### config.mk
export PLATFORM = sky130hd
export DESIGN_NAME = fetch_decode_queue
export DESIGN_NICKNAME = d
export VERILOG_FILES = /design/src/rtl/fetch_decode_queue.sv
export SDC_FILE = /design/constraint.sdc
export NUM_CORES = 1
export LEC_CHECK = 0
export CORE_MARGIN = 2
export CORE_UTILIZATION = 55
export CTS_CLUSTER_DIAMETER = 40
export DETAILED_ROUTE_END_ITERATION = 6
export HOLD_SLACK_MARGIN = 0.12
export MAX_ROUTING_LAYER = met4
export PLACE_DENSITY_LB_ADDON = 0.05
export SYNTH_ARGS = -nofsm -noshare
export SYNTH_HDL_FRONTEND = slang
export SYNTH_SLANG_ARGS = --single-unit
### constraint.sdc
create_clock -name clk -period 4.12 [get_ports clk]
set_input_delay 0.824 -clock clk [delete_from_list [all_inputs] [get_ports clk]]
set_output_delay 0.824 -clock clk [all_outputs]
set_load 0.1 [all_outputs]
### src/rtl/fetch_decode_queue.sv
// First-word-fall-through {pc, instruction} queue between fetch and decode, flushed on pc_src.
// Optional stall/flush statistics counters are enabled by defining FETCH_QUEUE_STATS_EN.
module fetch_decode_queue #(
  parameter int DEPTH = 4,
  parameter int WIDTH = 32
) (
  input  logic                     clk,
  input  logic                     rst,
  input  logic [WIDTH-1:0]         pc_in,
  input  logic [WIDTH-1:0]         instruction_in,
  input  logic                     hit,
  input  logic                     pc_src,
  input  logic                     decode_ready,
  output logic [WIDTH-1:0]         instruction_out,
  output logic [WIDTH-1:0]         pc_out,
  output logic                     valid_out,
  output logic                     stall_fetch,
  output logic [$clog2(DEPTH):0]   count
`ifdef FETCH_QUEUE_STATS_EN
  ,
  output logic [31:0]              stall_cycles,
  output logic [15:0]              flush_count
`endif
);

  localparam int PTR_W = $clog2(DEPTH);
  localparam int CNT_W = PTR_W + 1;

  logic [PTR_W-1:0] rd_ptr_reg, rd_ptr_next;
  logic [PTR_W-1:0] wr_ptr_reg, wr_ptr_next;
  logic [CNT_W-1:0] count_reg, count_next;
  logic [WIDTH-1:0] pc_mem [DEPTH];
  logic [WIDTH-1:0] instr_mem [DEPTH];
  logic [DEPTH-1:0] wr_en;
  logic             push;
  logic             pop;

  // Full/empty come from registered occupancy only, so fetch never sees decode_ready combinationally.
  assign valid_out   = (count_reg != '0);
  assign stall_fetch = (count_reg == CNT_W'(DEPTH));
  assign push        = hit & ~stall_fetch & ~pc_src;
  assign pop         = decode_ready & valid_out & ~pc_src;

  assign count           = count_reg;
  assign instruction_out = valid_out ? instr_mem[rd_ptr_reg] : '0;
  assign pc_out          = valid_out ? pc_mem[rd_ptr_reg] : '0;

  generate
    for (genvar gi = 0; gi < DEPTH; gi++) begin : g_wr_en
      assign wr_en[gi] = push & (wr_ptr_reg == PTR_W'(gi));
    end
  endgenerate

  // Storage needs no reset: every read is gated by occupancy.
  always_ff @(posedge clk) begin
    for (int i = 0; i < DEPTH; i++) begin
      if (wr_en[i]) begin
        pc_mem[i]    <= pc_in;
        instr_mem[i] <= instruction_in;
      end
    end
  end

  always_comb begin
    rd_ptr_next = rd_ptr_reg;
    wr_ptr_next = wr_ptr_reg;
    count_next  = count_reg;
    if (pc_src) begin
      rd_ptr_next = wr_ptr_reg;
      count_next  = '0;
    end else begin
      if (push) wr_ptr_next = wr_ptr_reg + PTR_W'(1);
      if (pop)  rd_ptr_next = rd_ptr_reg + PTR_W'(1);
      if (push && !pop)      count_next = count_reg + CNT_W'(1);
      else if (pop && !push) count_next = count_reg - CNT_W'(1);
    end
  end

  always_ff @(posedge clk) begin
    if (rst) begin
      rd_ptr_reg <= '0;
      wr_ptr_reg <= '0;
      count_reg  <= '0;
    end else begin
      rd_ptr_reg <= rd_ptr_next;
      wr_ptr_reg <= wr_ptr_next;
      count_reg  <= count_next;
    end
  end

`ifdef FETCH_QUEUE_STATS_EN
  logic [31:0] stall_cycles_reg;
  logic [15:0] flush_count_reg;

  assign stall_cycles = stall_cycles_reg;
  assign flush_count  = flush_count_reg;

  // Both counters saturate rather than wrap.
  always_ff @(posedge clk) begin
    if (rst) begin
      stall_cycles_reg <= '0;
      flush_count_reg  <= '0;
    end else begin
      if (stall_fetch && hit && (stall_cycles_reg != '1))
        stall_cycles_reg <= stall_cycles_reg + 32'd1;
      if (pc_src && (flush_count_reg != '1))
        flush_count_reg <= flush_count_reg + 16'd1;
    end
  end
`endif

endmodule

======== Yosys cells after proc, flatten, opt, wreduce, memory -nomap -nowiden ========
Memory sizes are Yosys's and may differ from the RTL's. A register that Yosys moved wholly into a read port is not among the register bits.
Index checks and enable logic that the tools add are counted.
word-level totals
  flip-flop bits (word level) ............. 7
  memory bits (writable) .................. 256
  bits of input ports ..................... 69
  memories kept ........................... 2
operators by class
  add/sub/neg operators ................... 4
  equal/unequal tests ..................... 4
  multiplexer cells ....................... 36
  bitwise logic cells ..................... 10
  reductions and logical operators ........ 16
memory list
  memory     depth  bits a word  rd ports  clocked after memory_dff  wr ports  RTL line  text
  instr_mem  4      32           1         1                         1         33        logic [WIDTH-1:0] instr_mem [DEPTH];
  pc_mem     4      32           1         1                         1         32        logic [WIDTH-1:0] pc_mem [DEPTH];
operators by type and width
  cell                                               count
  two-way mux 32 bit                                 8
  OR reduction 32 bit                                6
  two-way mux 2 bit                                  12
  two-way mux 1 bit                                  14
  AND 1 bit                                          8
  two-way mux 3 bit                                  2
  adder 2 x 1 -> 2 bit (second input constant)       2
  == test 2 bit (second input constant)              2
  nonzero test 2 bit                                 2
  adder 3 x 1 -> 3 bit (second input constant)       1
  == test 3 bit (second input constant)              1
  nonzero test 3 bit                                 1
  subtractor 3 x 1 -> 3 bit (second input constant)  1
  == test 2 x 1 -> 1 bit (second input constant)     1
  logical AND 1 bit                                  2
  zero test 1 bit                                    2
  zero test 2 bit                                    1
  NOT 1 bit                                          2
  AND reduction 2 bit                                1
  OR reduction 2 bit                                 1

======== Logic depth before layout (Yosys ltp) ========
  depth after elaboration ................. 11
  gate-level depth with buffers ........... 8
  mapped depth without buffers ............ 8

======== Least setup slack after synthesis ========
OpenSTA, ideal clock, no wires.
  kind .................................... register to register
  from .................................... register count_reg[2] (netlist: count[2])
  to ...................................... memory instr_mem[0][0] (enable)
  setup time .............................. 0.547 ns
  arrival ................................. 4.661 ns
  data required time ...................... 3.573 ns
  slack ................................... -1.088 ns
  stages on the path, launching flop included .. 4
  buffers on the path ..................... 0
  period minus slack after synthesis ...... 5.208 ns
  cell sequence ........................... dfxtp_1 nor3b_1 nor3b_2 and2_1
on the way
  elaborated cells between the ends (all ways) .. 25
  classes of those cells .................. eq/ne (1); mux (14); bitwise (7); reduce/logical (3)
RTL lines
  what                                             RTL line  text
  from (decl)                                      31        logic [CNT_W-1:0] count_reg, count_next;
  from (signal assigned)                           87        count_reg <= count_next;
  == test 3 bit                                    40        assign stall_fetch = (count_reg == CNT_W'(DEPTH));
  via stall_fetch                                  17        output logic stall_fetch,
  NOT 1 bit                                        41        assign push = hit & ~stall_fetch & ~pc_src;
  AND 1 bit (2 in a row)                           41
  AND 1 bit                                        50        assign wr_en[gi] = push & (wr_ptr_reg == PTR_W'(gi));
  via wr_en[0]                                     34        logic [DEPTH-1:0] wr_en;
  two-way mux 1 bit                                57        if (wr_en[i]) begin
  two-way mux 1 bit (implied by the code)          59        instr_mem[i] <= instruction_in;
  two-way mux 1 bit (no source line) (3 in a row)  n/a
  to (decl)                                        33
The timed path passes the listed nets, and every way through them passes these cells.

======== Worst setup path in the final report ========
  from .................................... register count_reg[0] (netlist: count[0])
  to ...................................... output valid_out
on the way
  longest elaborated chain between the ends .. 1
RTL lines
  what                RTL line  text
  nonzero test 3 bit  39        assign valid_out = (count_reg != '0);
  to (decl)           16        output logic valid_out,
No other way between the ends.

==> results.md <==
* Status: completed
* Clk buf depth at 3
* I/O Buffers at 137
* TritonCTS buffer count at 31
* Final Hold Viols at 0
* Antenna violations before repair at 1
* Total Routing Usage GR at 19.5%
* Cells after Synth at 455
* # DRC at 0
* Synthesis warning total at 0
* Largest net degree at the start of global routing at 65
* Pre-antenna DRT Iters at 6
* Row Count at 49
* Post-route cell area at 12600 sq um
* Period minus WS final at 3620 ps
* CTS resizes at 0
* Die Ht at 140 um
* Hold Crit Class: reg2reg
* Post-Syn Nets at 530
* Pins Over Slew Limit at 0
* Clock latency on the worst-skew pair at 530 ps
* Relative slew slack at 33.5%
* Worst Path Required at 3300 ps
* Die footprint at 19700 sq um
* Reg area at 7880 sq um
* MaxCap Viol Count at 0
* WS Path Type: reg2out
* Area share of the largest cell type after synthesis at 75.1%
* Multi-input logic area at 2170 sq um
* Hold_buf cts at 0
* Seq pwr share at 47.7%
* Unrepaired setup endpoints after global routing: no
* Layout cells sized above 1 at 30.1%
* WP data arrival at 2790 ps
* Drt total wl at 18300 um
* Crit-path cells: or3_2, clkdlybuf4s50_1
* Pwr/cell area at 508 nW/um^2
* Switch share at 26.1%
* Routed Antenna Nets at 0
* Predominant post-synthesis flop cell: edfxtp_1
* Switch Pwr at 0.00168 W
* Mapped Avg Cell Area at 22.5 sq um
* Sink Count at 265
* CTS tree: yes
* Root Buffer: clkbuf_16
* Synth area leader: edfxtp_1
* Final RePlAce weighted congestion at 0.759
* Grt total ovfl at 0
* Fmax at 0.277 GHz
* Vias/cell at 5.60
* WL/cell at 21.1 um
* Crit share post-route at 87.8%
* Core ar. at 18100 sq um
* Layout net count at 686
* Synthesis-to-layout area growth at 23.4%
* Final setup fails at 0
* Yosys reg bits at 265
* Mapped Area at 10200 sq um
* Internal power at 0.00475 W
* Initial core utilization at 56.6%
* Setup bufs post-CTS at 0
* Worst ir drop on vdd at 0.378 mV
* Cell Area, Placed at 11700 sq um
* Area contributors post-synth: edfxtp_1 75%, mux4_2 13%, and2_1 4.2%, dfxtp_1 1.8%, buf_12 1.2%
* Filler cell count at 1151
* Io pins at 138
* Lkg Pwr at 4.22 nW
* Worst slew pin tran at 997 ps
* EDFF count, synth at 256
* Synth unique cells at 30
* Setup crit start kind: register
* Detailed Place HPWL at 10500 um
* Vias at 4839
* Worst path max stage delay at 1250 ps
* Clock share of power at 38.5%
* Critical path peak fanout at 27
* Vias in the first global route at 5134
* Clock H-tree levels at 1
* Die width at 140 um
* Clock Pin Slew Worst Setup and Hold Paths at 60 ps
* Initial DRC Count at 258
* Seq/Total Area, Yosys at 76.9%
* Fin util at 69.8%
* Asr flop ratio synth at 0%
* CP Capture Type: primary output
* Slowest CP cell: clkdlybuf4s50_1
* First-pass GRT wire length at 28500 um
* Gate power share at 13.7%
* Final Skew at 6.63 ps
* Setup_tns at 0 ps
## cells in the final DEF, fill, tap and decap left out, drive strengths merged, types with 2 or more instances in the layout
master / count
clkbuf: 34
clkinv: 13
clkdlybuf4s50: 73
xor2: 2
mux2i: 2
nand2b: 2
a21oi: 2
buf: 73
dfxtp: 9
mux4: 64
nor2: 2
nor3: 2
edfxtp: 256
nor3b: 2
clkinvlp: 6
and2: 68
o21a: 2
inv: 5
or3: 2
ha: 5
xnor2: 2
## power groups by stage
| stage | clock, W | sequential, W | combinational, W |
|---|---|---|---|
| after global placement | 0 | 0.00312 | 0.000882 |
| after detailed placement | 0 | 0.00312 | 0.000887 |
| after CTS | 0.00254 | 0.00307 | 0.000890 |
| after global routing | 0.00264 | 0.00307 | 0.000920 |
| final | 0.00247 | 0.00307 | 0.000881 |
| after floorplan | 0 | 0.00311 | 0.000669 |
## worst max-delay path, delay by kind of cell (launching register included)
kind                   cells  cell delay [ps]
buffers and inverters      1             1250
flip-flops                 1              470
AND/OR/NAND/NOR            1              530
## kinds of logic after synthesis
logic type / Yosys count / share of synthesized area, %
DFF: 265 / 76.9
buffers and inverters: 26 / 2.07
adders and majority gates: 6 / 0.807
and+or+nand+nor: 79 / 4.83
AOI/OAI and AO/OA: 8 / 0.526
xor gates and xnor gates: 4 / 0.342
muxes: 67 / 14.5
## Yosys cell counts, types with 2 or more instances
master	number
mux2i_1	2
xnor2_1	2
nand2b_1	2
mux4_2	60
ha_1	5
inv_1	3
a21oi_1	2
nor3_1	2
edfxtp_1	256
xor2_1	2
o21a_1	2
nor2_1	2
clkbuf_1	9
dfxtp_1	9
and2_1	68
buf_2	6
mux4_1	4
or3_1	2
buf_12	6
## routing by layer
metal | share of wire, % | wire length, um | track usage, %
met1 | 42 | 7750 | 26.2
met2 | 49 | 8960 | 30.9
met3 | 5.9 | 1080 | 3.59
met4 | 2.6 | 483 | 6.33
met5 | 0 | 0 | -
## layout make-up
class,instances,area share (%)
timing repair buffer,146,10.5
inverter,3,0.0892
antenna,1,0.0198
sequential,265,62.4
multi-input combinational,164,17.2
clock inverter,22,1.34
tap,229,2.27
clock buffer,34,6.23
## metrics by stage
| stage | setup WS, ps | power (W) | cells | hold WS, ps |
|---|---|---|---|---|
| detailed placement | 628 | 0.00401 | 807 | 537 |
| CTS | 460 | 0.00650 | 863 | 549 |
| global placement | 815 | 0.00400 | 807 | 497 |
| finish | 505 | 0.00642 | 864 | 545 |
| global route | 361 | 0.00663 | 864 | 556 |
| floorplan | 27.7 | 0.00378 | 455 | 482 |
## final timing paths
path | start | end | slack [ps] | depth (start not counted)
max | count[0] | valid_out | 500 | 2
min | wr_ptr_reg[1] | wr_ptr_reg[1] | 540 | 2
max reg2reg | count[0] | count[2] | 1580 | 8
min reg2reg | wr_ptr_reg[1] | wr_ptr_reg[1] | 540 | 2
Note: power is estimated with default switching activity, not from simulation.
